==> config.mk <==
export PLATFORM = sky130hd
export DESIGN_NAME = seven_seg_display_driver_flat
export DESIGN_NICKNAME = d
export VERILOG_FILES = /design/src/rtl/seven_seg_display_driver_if.sv /design/src/rtl/seven_seg_display_driver.sv /design/src/flat_wrapper.sv
export SDC_FILE = /design/constraint.sdc
export NUM_CORES = 1
export LEC_CHECK = 0
export ABC_AREA = 1
export CAP_MARGIN = 20
export CORE_UTILIZATION = 35
export DETAILED_ROUTE_END_ITERATION = 7
export PLACE_DENSITY = 0.54
export SETUP_SLACK_MARGIN = 0.15
export SYNTH_ARGS = -nofsm -noshare
export SYNTH_HDL_FRONTEND = slang
export SYNTH_SLANG_ARGS = --single-unit
==> constraint.sdc <==
create_clock -name clock -period 2.15 [get_ports clock]
set_input_delay 0.3225 -clock clock [delete_from_list [all_inputs] [get_ports clock]]
set_output_delay 0.3225 -clock clock [all_outputs]
set_load 0.01 [all_outputs]
==> src/rtl/seven_seg_display_driver_if.sv <==
// Capture bus carrying the CPU debug value and its strobes into the
// display driver.
interface seven_seg_display_driver_if;
    logic [15:0] value_in;
    logic        value_valid;
    logic        hold;
    logic [3:0]  dp_mask;

    modport master (
        output value_in,
        output value_valid,
        output hold,
        output dp_mask
    );

    modport slave (
        input value_in,
        input value_valid,
        input hold,
        input dp_mask
    );
endinterface

==> src/rtl/seven_seg_display_driver.sv <==
// Multiplexed common-anode 4-digit hex display driver with a
// BLANK/SHOW scan FSM and optional leading-zero suppression.
module seven_seg_display_driver #(
    parameter int SCAN_CYCLES  = 50000,
    parameter int BLANK_CYCLES = 500,
    parameter bit LZ_BLANK     = 1'b0
) (
    input  logic                        clock,
    input  logic                        reset,
    seven_seg_display_driver_if.slave   cap,
    output logic [3:0]                  an,
    output logic [6:0]                  seg,
    output logic                        dp,
    output logic                        digit_tick
);
    localparam int MAXC = (SCAN_CYCLES > BLANK_CYCLES) ?
                          SCAN_CYCLES : BLANK_CYCLES;
    localparam int CW = (MAXC > 1) ? $clog2(MAXC) : 1;
    localparam logic [CW-1:0] SCAN_LAST  = CW'(SCAN_CYCLES - 1);
    localparam logic [CW-1:0] BLANK_LAST = CW'(BLANK_CYCLES - 1);

    localparam logic [0:0] ST_BLANK = 1'b0;
    localparam logic [0:0] ST_SHOW  = 1'b1;

    logic [0:0]    state_q, state_d;
    logic [CW-1:0] cnt_q, cnt_d;
    logic [1:0]    idx_q, idx_d;
    logic [15:0]   disp_q, disp_d;
    logic [3:0]    nib_q, nib_d;
    logic          dpb_q, dpb_d;
    logic          lz_q, lz_d;
    logic [3:0]    an_q, an_d;
    logic [6:0]    seg_q, seg_d;
    logic          dp_q, dp_d;
    logic          tick_q, tick_d;

    function automatic logic [6:0] hex7(input logic [3:0] n);
        logic [6:0] s;
        case (n)
            4'h0: s = 7'b1000000;
            4'h1: s = 7'b1111001;
            4'h2: s = 7'b0100100;
            4'h3: s = 7'b0110000;
            4'h4: s = 7'b0011001;
            4'h5: s = 7'b0010010;
            4'h6: s = 7'b0000010;
            4'h7: s = 7'b1111000;
            4'h8: s = 7'b0000000;
            4'h9: s = 7'b0010000;
            4'hA: s = 7'b0001000;
            4'hB: s = 7'b0000011;
            4'hC: s = 7'b1000110;
            4'hD: s = 7'b0100001;
            4'hE: s = 7'b0000110;
            default: s = 7'b0001110;
        endcase
        return s;
    endfunction

    always_comb begin
        disp_d = disp_q;
        if (cap.value_valid && !cap.hold) begin
            disp_d = cap.value_in;
        end
    end

    always_comb begin
        state_d = state_q;
        cnt_d   = cnt_q + 1'b1;
        idx_d   = idx_q;
        nib_d   = nib_q;
        dpb_d   = dpb_q;
        lz_d    = lz_q;
        tick_d  = 1'b0;
        case (state_q)
            ST_BLANK: begin
                if (cnt_q == BLANK_LAST) begin
                    state_d = ST_SHOW;
                    cnt_d   = '0;
                    nib_d   = disp_q[{idx_q, 2'b00} +: 4];
                    dpb_d   = cap.dp_mask[idx_q];
                    lz_d    = LZ_BLANK && (idx_q != 2'd0) &&
                              ((disp_q >> {idx_q, 2'b00}) == 16'h0);
                end
            end
            default: begin
                if (cnt_q == SCAN_LAST) begin
                    state_d = ST_BLANK;
                    cnt_d   = '0;
                    idx_d   = idx_q + 2'd1;
                    tick_d  = 1'b1;
                end
            end
        endcase
    end

    // Outputs are decoded from the next state so they register in step with it.
    always_comb begin
        an_d  = 4'b1111;
        seg_d = 7'b1111111;
        dp_d  = 1'b1;
        if (state_d == ST_SHOW) begin
            an_d = ~(4'b0001 << idx_d);
            if (!lz_d) begin
                seg_d = hex7(nib_d);
                dp_d  = ~dpb_d;
            end
        end
    end

    always_ff @(posedge clock or negedge reset) begin
        if (!reset) begin
            state_q <= ST_BLANK;
            cnt_q   <= '0;
            idx_q   <= 2'd0;
            disp_q  <= 16'h0000;
            nib_q   <= 4'h0;
            dpb_q   <= 1'b0;
            lz_q    <= 1'b0;
            an_q    <= 4'b1111;
            seg_q   <= 7'b1111111;
            dp_q    <= 1'b1;
            tick_q  <= 1'b0;
        end else begin
            state_q <= state_d;
            cnt_q   <= cnt_d;
            idx_q   <= idx_d;
            disp_q  <= disp_d;
            nib_q   <= nib_d;
            dpb_q   <= dpb_d;
            lz_q    <= lz_d;
            an_q    <= an_d;
            seg_q   <= seg_d;
            dp_q    <= dp_d;
            tick_q  <= tick_d;
        end
    end

    assign an         = an_q;
    assign seg        = seg_q;
    assign dp         = dp_q;
    assign digit_tick = tick_q;
endmodule
==> src/flat_wrapper.sv <==
// flat-port wrapper written by rule: the top's interface ports become plain ports
module seven_seg_display_driver_flat 
#(
    parameter int SCAN_CYCLES  = 50000,
    parameter int BLANK_CYCLES = 500,
    parameter bit LZ_BLANK     = 1'b0
)
  (clock, reset, an, seg, dp, digit_tick, cap_value_in, cap_value_valid, cap_hold, cap_dp_mask);
  seven_seg_display_driver_if cap_i ();
  input  logic clock;
  input  logic reset;
  output logic [3:0] an;
  output logic [6:0] seg;
  output logic dp;
  output logic digit_tick;
  input wire logic [$bits(cap_i.value_in)-1:0] cap_value_in;
  input wire logic [$bits(cap_i.value_valid)-1:0] cap_value_valid;
  input wire logic [$bits(cap_i.hold)-1:0] cap_hold;
  input wire logic [$bits(cap_i.dp_mask)-1:0] cap_dp_mask;
  assign cap_i.value_in = cap_value_in;
  assign cap_i.value_valid = cap_value_valid;
  assign cap_i.hold = cap_hold;
  assign cap_i.dp_mask = cap_dp_mask;
  seven_seg_display_driver #(.SCAN_CYCLES(SCAN_CYCLES), .BLANK_CYCLES(BLANK_CYCLES), .LZ_BLANK(LZ_BLANK)) u_core (.clock(clock), .reset(reset), .cap(cap_i), .an(an), .seg(seg), .dp(dp), .digit_tick(digit_tick));
endmodule
# == After elaboration in Yosys (flattened, before gate mapping) ==
# Memory sizes are Yosys's and may differ from the RTL's.
# Cells that the tools add are included.
# word_totals
in_bits,24
reg_bits,54
ramBits,0
rom_bits,112
wordCells,46
output_inout_bits,13
latch_bits,0
mem_count,1
# classes
magnitude_cmp,1
n_bitwise,2
n_eq_ne,2
n_shift,2
n_mux,23
reduce_logical,2
mul,0
div,0
n_addsub,2
# mem_list
memory,depth,word_bits,rd,rd_clocked_by_memory_dff,write_ports,line,source
(no name shown),16,7,1,0,0,seven_seg_display_driver.sv:39,case (n)
# ops
cell,count
2-to-1 mux 16 bit,3
adder 16 x 1 -> 16 bit (second input constant),1
== test 16 bit (second input constant),1
== test 16 x 9 -> 1 bit (second input constant),1
variable part select 16 x 5 -> 4 bit,1
2-to-1 mux 7 bit,2
2-to-1 mux 1 bit,12
2-to-1 mux 4 bit,3
2-to-1 mux 2 bit,2
inverter 4 bit,1
<< shifter 1 x 2 -> 4 bit (first input constant),1
less-than comparator 2 x 3 -> 1 bit (second input constant),1
adder 2 x 1 -> 2 bit (second input constant),1
binary-select mux 1 bit (select 2 bit),1
logical AND 1 bit,1
logical NOT 1 bit,1
inverter 1 bit,1

# == Longest topological paths before layout ==
# depth
depth_word,7
ltp_mapped,15
ltp_nobuf,15

# == Least setup slack after synthesis ==
# Ideal clock, no wire load.
# synth_path
path_type,reg-to-reg
from,reg u_core.cnt_q[0]
to,"reg u_core.seg_q[5], in the netlist u_core.seg[5]"
t_required_ns,2.073
path_buffers,0
period_less_slack_ns,1.936
path_stages_with_launch,14
t_arrival_ns,1.858
setup_slack_ns,0.214
setup_ns,0.077
path_cell_list,dfrtp_1 > ha_1 > inv_2 > nor2_2 > nand2_1 > nor2_4 > nand3_4 > o21ai_2 > inv_1 > ha_1 > nand3_1 > o21ai_0 > nand2_1 > nand2_1
# synth_between
elab_chain_len,6
word_cells_on_any_way,12
classes_between,2 x eq/ne; 9 x mux; 1 x memory
# synth_rtl
item,line,source
"start, declared",seven_seg_display_driver.sv:26,"logic [CW-1:0] cnt_q, cnt_d;"
"start signal, assigned",seven_seg_display_driver.sv:126,cnt_q <= cnt_d;
== test 16 x 9 -> 1 bit,seven_seg_display_driver.sv:77,if (cnt_q == BLANK_LAST) begin
2-to-1 mux 4 bit,seven_seg_display_driver.sv:77,
2-to-1 mux 4 bit,seven_seg_display_driver.sv:75,case (state_q)
net u_core.nib_d[0],seven_seg_display_driver.sv:29,"logic [3:0] nib_q, nib_d;"
memory read (16 x 7 bit),--,
2-to-1 mux 7 bit,seven_seg_display_driver.sv:104,if (!lz_d) begin
2-to-1 mux 7 bit,seven_seg_display_driver.sv:102,if (state_d == ST_SHOW) begin
net u_core.seg_d[5],seven_seg_display_driver.sv:33,"logic [6:0] seg_q, seg_d;"
"end signal, assigned",seven_seg_display_driver.sv:133,seg_q <= seg_d;
"end, declared",seven_seg_display_driver.sv:33,
# The timed path passes the listed nets, and every way through them passes these cells.
# A chain may end at the register's enable or synchronous reset.

# == Worst setup path after layout ==
# Ends and elaborated chain as after synthesis.

==> run metrics <==
GRT Overall Usage=15.17%; top cells by area, synth=dfrtp_1 (37%), dfstp_2 (11%), nand2_1 (9.7%); drt total wl=5.923 mm; Worst Path Required=2.41 ns; maxcap violations=0; fin. max-slew vios=0; period utilisation layout=91.74%; most frequent cells in the layout=nand2_1 (67), dfrtp_1 (41), nor2_1 (39), inv_1 (37), clkdlybuf4s50_1 (35); share of flip-flops with an asynchronous set or reset=100.0%; Vias/cell=4.656; First DRT Iteration DRCs=92; Top FF cell, synth=dfrtp_1; count of cell types in the netlist=39; CP arrival=2.23 ns; violated checks=hold timing; Yosys top cell area share=37.12%; IO Count=37; hold_ws=-0.003107 ns; RePlAce Congestion=0.8445; Synth Register Bits=54; CTS tree=yes; IO buf count=36; EDFF count, synth=0; Die Y-Extent=91.95 um; clock buffer depth=2; row count=32; Ant. Diodes=0; Synth Net Count=365; Worst Tran Pin Value=0.5362 ns; Core Footprint=7767 um^2; status=finished with violations; pwr/cell area=502.6 nW/um^2; largest net degree at the start of global routing=55; Crit. End Element=flip-flop; Post-Syn Area per Cell=8.503 um^2; Worst setup SP type=flip-flop; initial core utilization=36.45%; Detailed Place HPWL=4.233 mm; root buf cell=clkbuf_8; number of buffers created by CTS=5; Layout area overhead=28.55%; clock skew=0.01509 ns; Clk Latency, worst-skew pair=0.31 ns; initial antenna violation count=0; drc violations=0; vias=around 2300; FMAX=0.5070 GHz; WL/cell=about 12 um; layout cell share with drive strength beyond 1=between 20% and 30%; Final min period=1.972 ns; DIE AREA=8454 um^2; Cell Area, Synth=around 2800 um^2; # nets final=418; clock sinks=54; Max FO, Critical Path=7; unrepaired setup endpoints after global routing=true; chip width=91.95 um; relative slew slack=64.17%; ANT nets after route=0; H-tree depth=2; first-pass GRT wire length=10.27 mm; worst vdd ir=263.7 uV; cells after synthesis=333; Setup CP Type=flip-flop to flip-flop; commonest non-fill, non-tap cell in the layout=nand2_1; sequential share of the synthesized area=48.25%; setup-violating endpoint count in the final report=0; Clk pin slew, worst setup/hold paths=0.10 ns; final instance area=3640 um^2; vias in the first global route=2231; Post-DP Area=approximately 3400 um^2; Post-CTS Hold Fix Bufs=0; worst min-delay path category=input port to asynchronous set/reset pin; Synth Warn #=0; Pleak=1.659 nW; Congestion Overflow GR=0; final hold violations=3; 1st-pass router iterations=4; Synth area leader=dfrtp_1; setup TNS=0 ns
## power breakdown
part / internal, mW / switching, mW / leakage (nW)
Combinational: 0.0833 / 0.0669 / 0.952
Clock: 0.267 / 0.335 / 0.0489
Sequential: 1.06 / 0.0184 / 0.658
## state kept, by name (all words and copies together) (netlist names)
name and cells:
u_core.an 4, u_core.state_q 1, u_core.dp 1, u_core.disp_q 16
u_core.idx_q 2, u_core.seg 7, u_core.cnt_q 16, u_core.digit_tick 1
u_core.dpb_q 1, u_core.nib_q 4, u_core.lz_q 1
## timing repair
action | 4_1_cts | 5_1_grt
gates resized for setup | 3 | 28
buffers inserted | 0 | 6
endpoints found under the setup margin | 3 | 13
pin swaps | 0 | 7
## routing by layer
layer	global-route usage [%]	routed length [um]	vias to the layer above
li1	-	-	1149
met4	3.646	43	0
met5	0	0	-
met3	2.902	185	4
met2	25.87	2873	53
met1	19.81	2821	1071
## area by class of cell
cell class / instances / area (um^2)
well taps: 102 / 127.6
flip-flops and latches: 54 / 1368
multi-input cells: 225 / 1371
inverters: 48 / 186.4
clock inverters: 1 / 8.758
repair buffers: 52 / 491.7
fillers: 772 / 4128
clock buffers: 7 / 86.33
## critical path: stages, from the launching register on
cell and delay (ns):
dfrtp_1 0.41, ha_4 0.18, inv_4 0.04, nor2_4 0.07
nand2_2 0.07, nor2_4 0.14, nand3_4 0.14, nand2_2 0.13
nand2_4 0.09, inv_2 0.12, ha_2 0.21, nand3_2 0.10
o21ai_0 0.10, nand2_1 0.07, nand2_1 0.07
## logic make-up after synthesis
family | after synthesis | share of synthesized area, %
adders and majority gates | 8 | 3.535
xor gates and xnor gates | 4 | 1.503
AOI/OAI and AO/OA | 24 | 5.126
muxes | 13 | 5.126
buffers and inverters | 54 | 7.644
and+or+nand+nor | 176 | 28.81
DFF | 54 | 48.25
## synthesized netlist by cell type (2+ instances only)
| master | number |
|---|---|
| nand2_1 | 73 |
| dfrtp_1 | 42 |
| inv_1 | 40 |
| nor2_1 | 40 |
| nand3_1 | 31 |
| dfstp_2 | 12 |
| mux2_2 | 12 |
| o21ai_0 | 9 |
| ha_1 | 8 |
| a21oi_1 | 7 |
| nor2_2 | 7 |
| nor3_1 | 7 |
| inv_2 | 6 |
| nand2_2 | 4 |
| nand4_1 | 3 |
| nor2_4 | 3 |
| xor2_1 | 3 |
| buf_2 | 2 |
| buf_4 | 2 |
| clkbuf_1 | 2 |
| nand3_2 | 2 |
## worst paths after layout
kind,startpoint,endpoint,slack [ns],cells past startpoint
max in group asynchronous,reset,u_core.an[1]$_DFF_PN1_,1.84,2
setup / recovery,u_core.cnt_q[0]$_DFF_PN0_,u_core.seg[5]$_DFF_PN1_,0.18,14
setup reg to reg,u_core.cnt_q[0]$_DFF_PN0_,u_core.seg[5]$_DFF_PN1_,0.18,14
min in group clock,u_core.state_q$_DFF_PN0_,u_core.cnt_q[15]$_DFF_PN0_,0.48,1
hold reg to reg,u_core.state_q$_DFF_PN0_,u_core.cnt_q[15]$_DFF_PN0_,0.48,1
hold / removal,reset,u_core.cnt_q[4]$_DFF_PN0_,-0.003,2
## stage by stage
step           worst slack [ns]  total power, mW  util [%]  hold slack [ns]  std cells
2_1_floorplan            0.2145            1.163         -          0.02691        333
4_1_cts                  0.1480            1.861     44.73          0.01001        483
3_3_place_gp             0.1898            1.245     43.38           0.3451        475
5_1_grt                 0.02820            1.926     46.86          0.01735        489
3_5_place_dp             0.1354            1.249     43.38           0.3432        475
6_report                 0.1775            1.829     46.86        -0.003107        489
No activity file was read; power rests on OpenSTA's default activity.
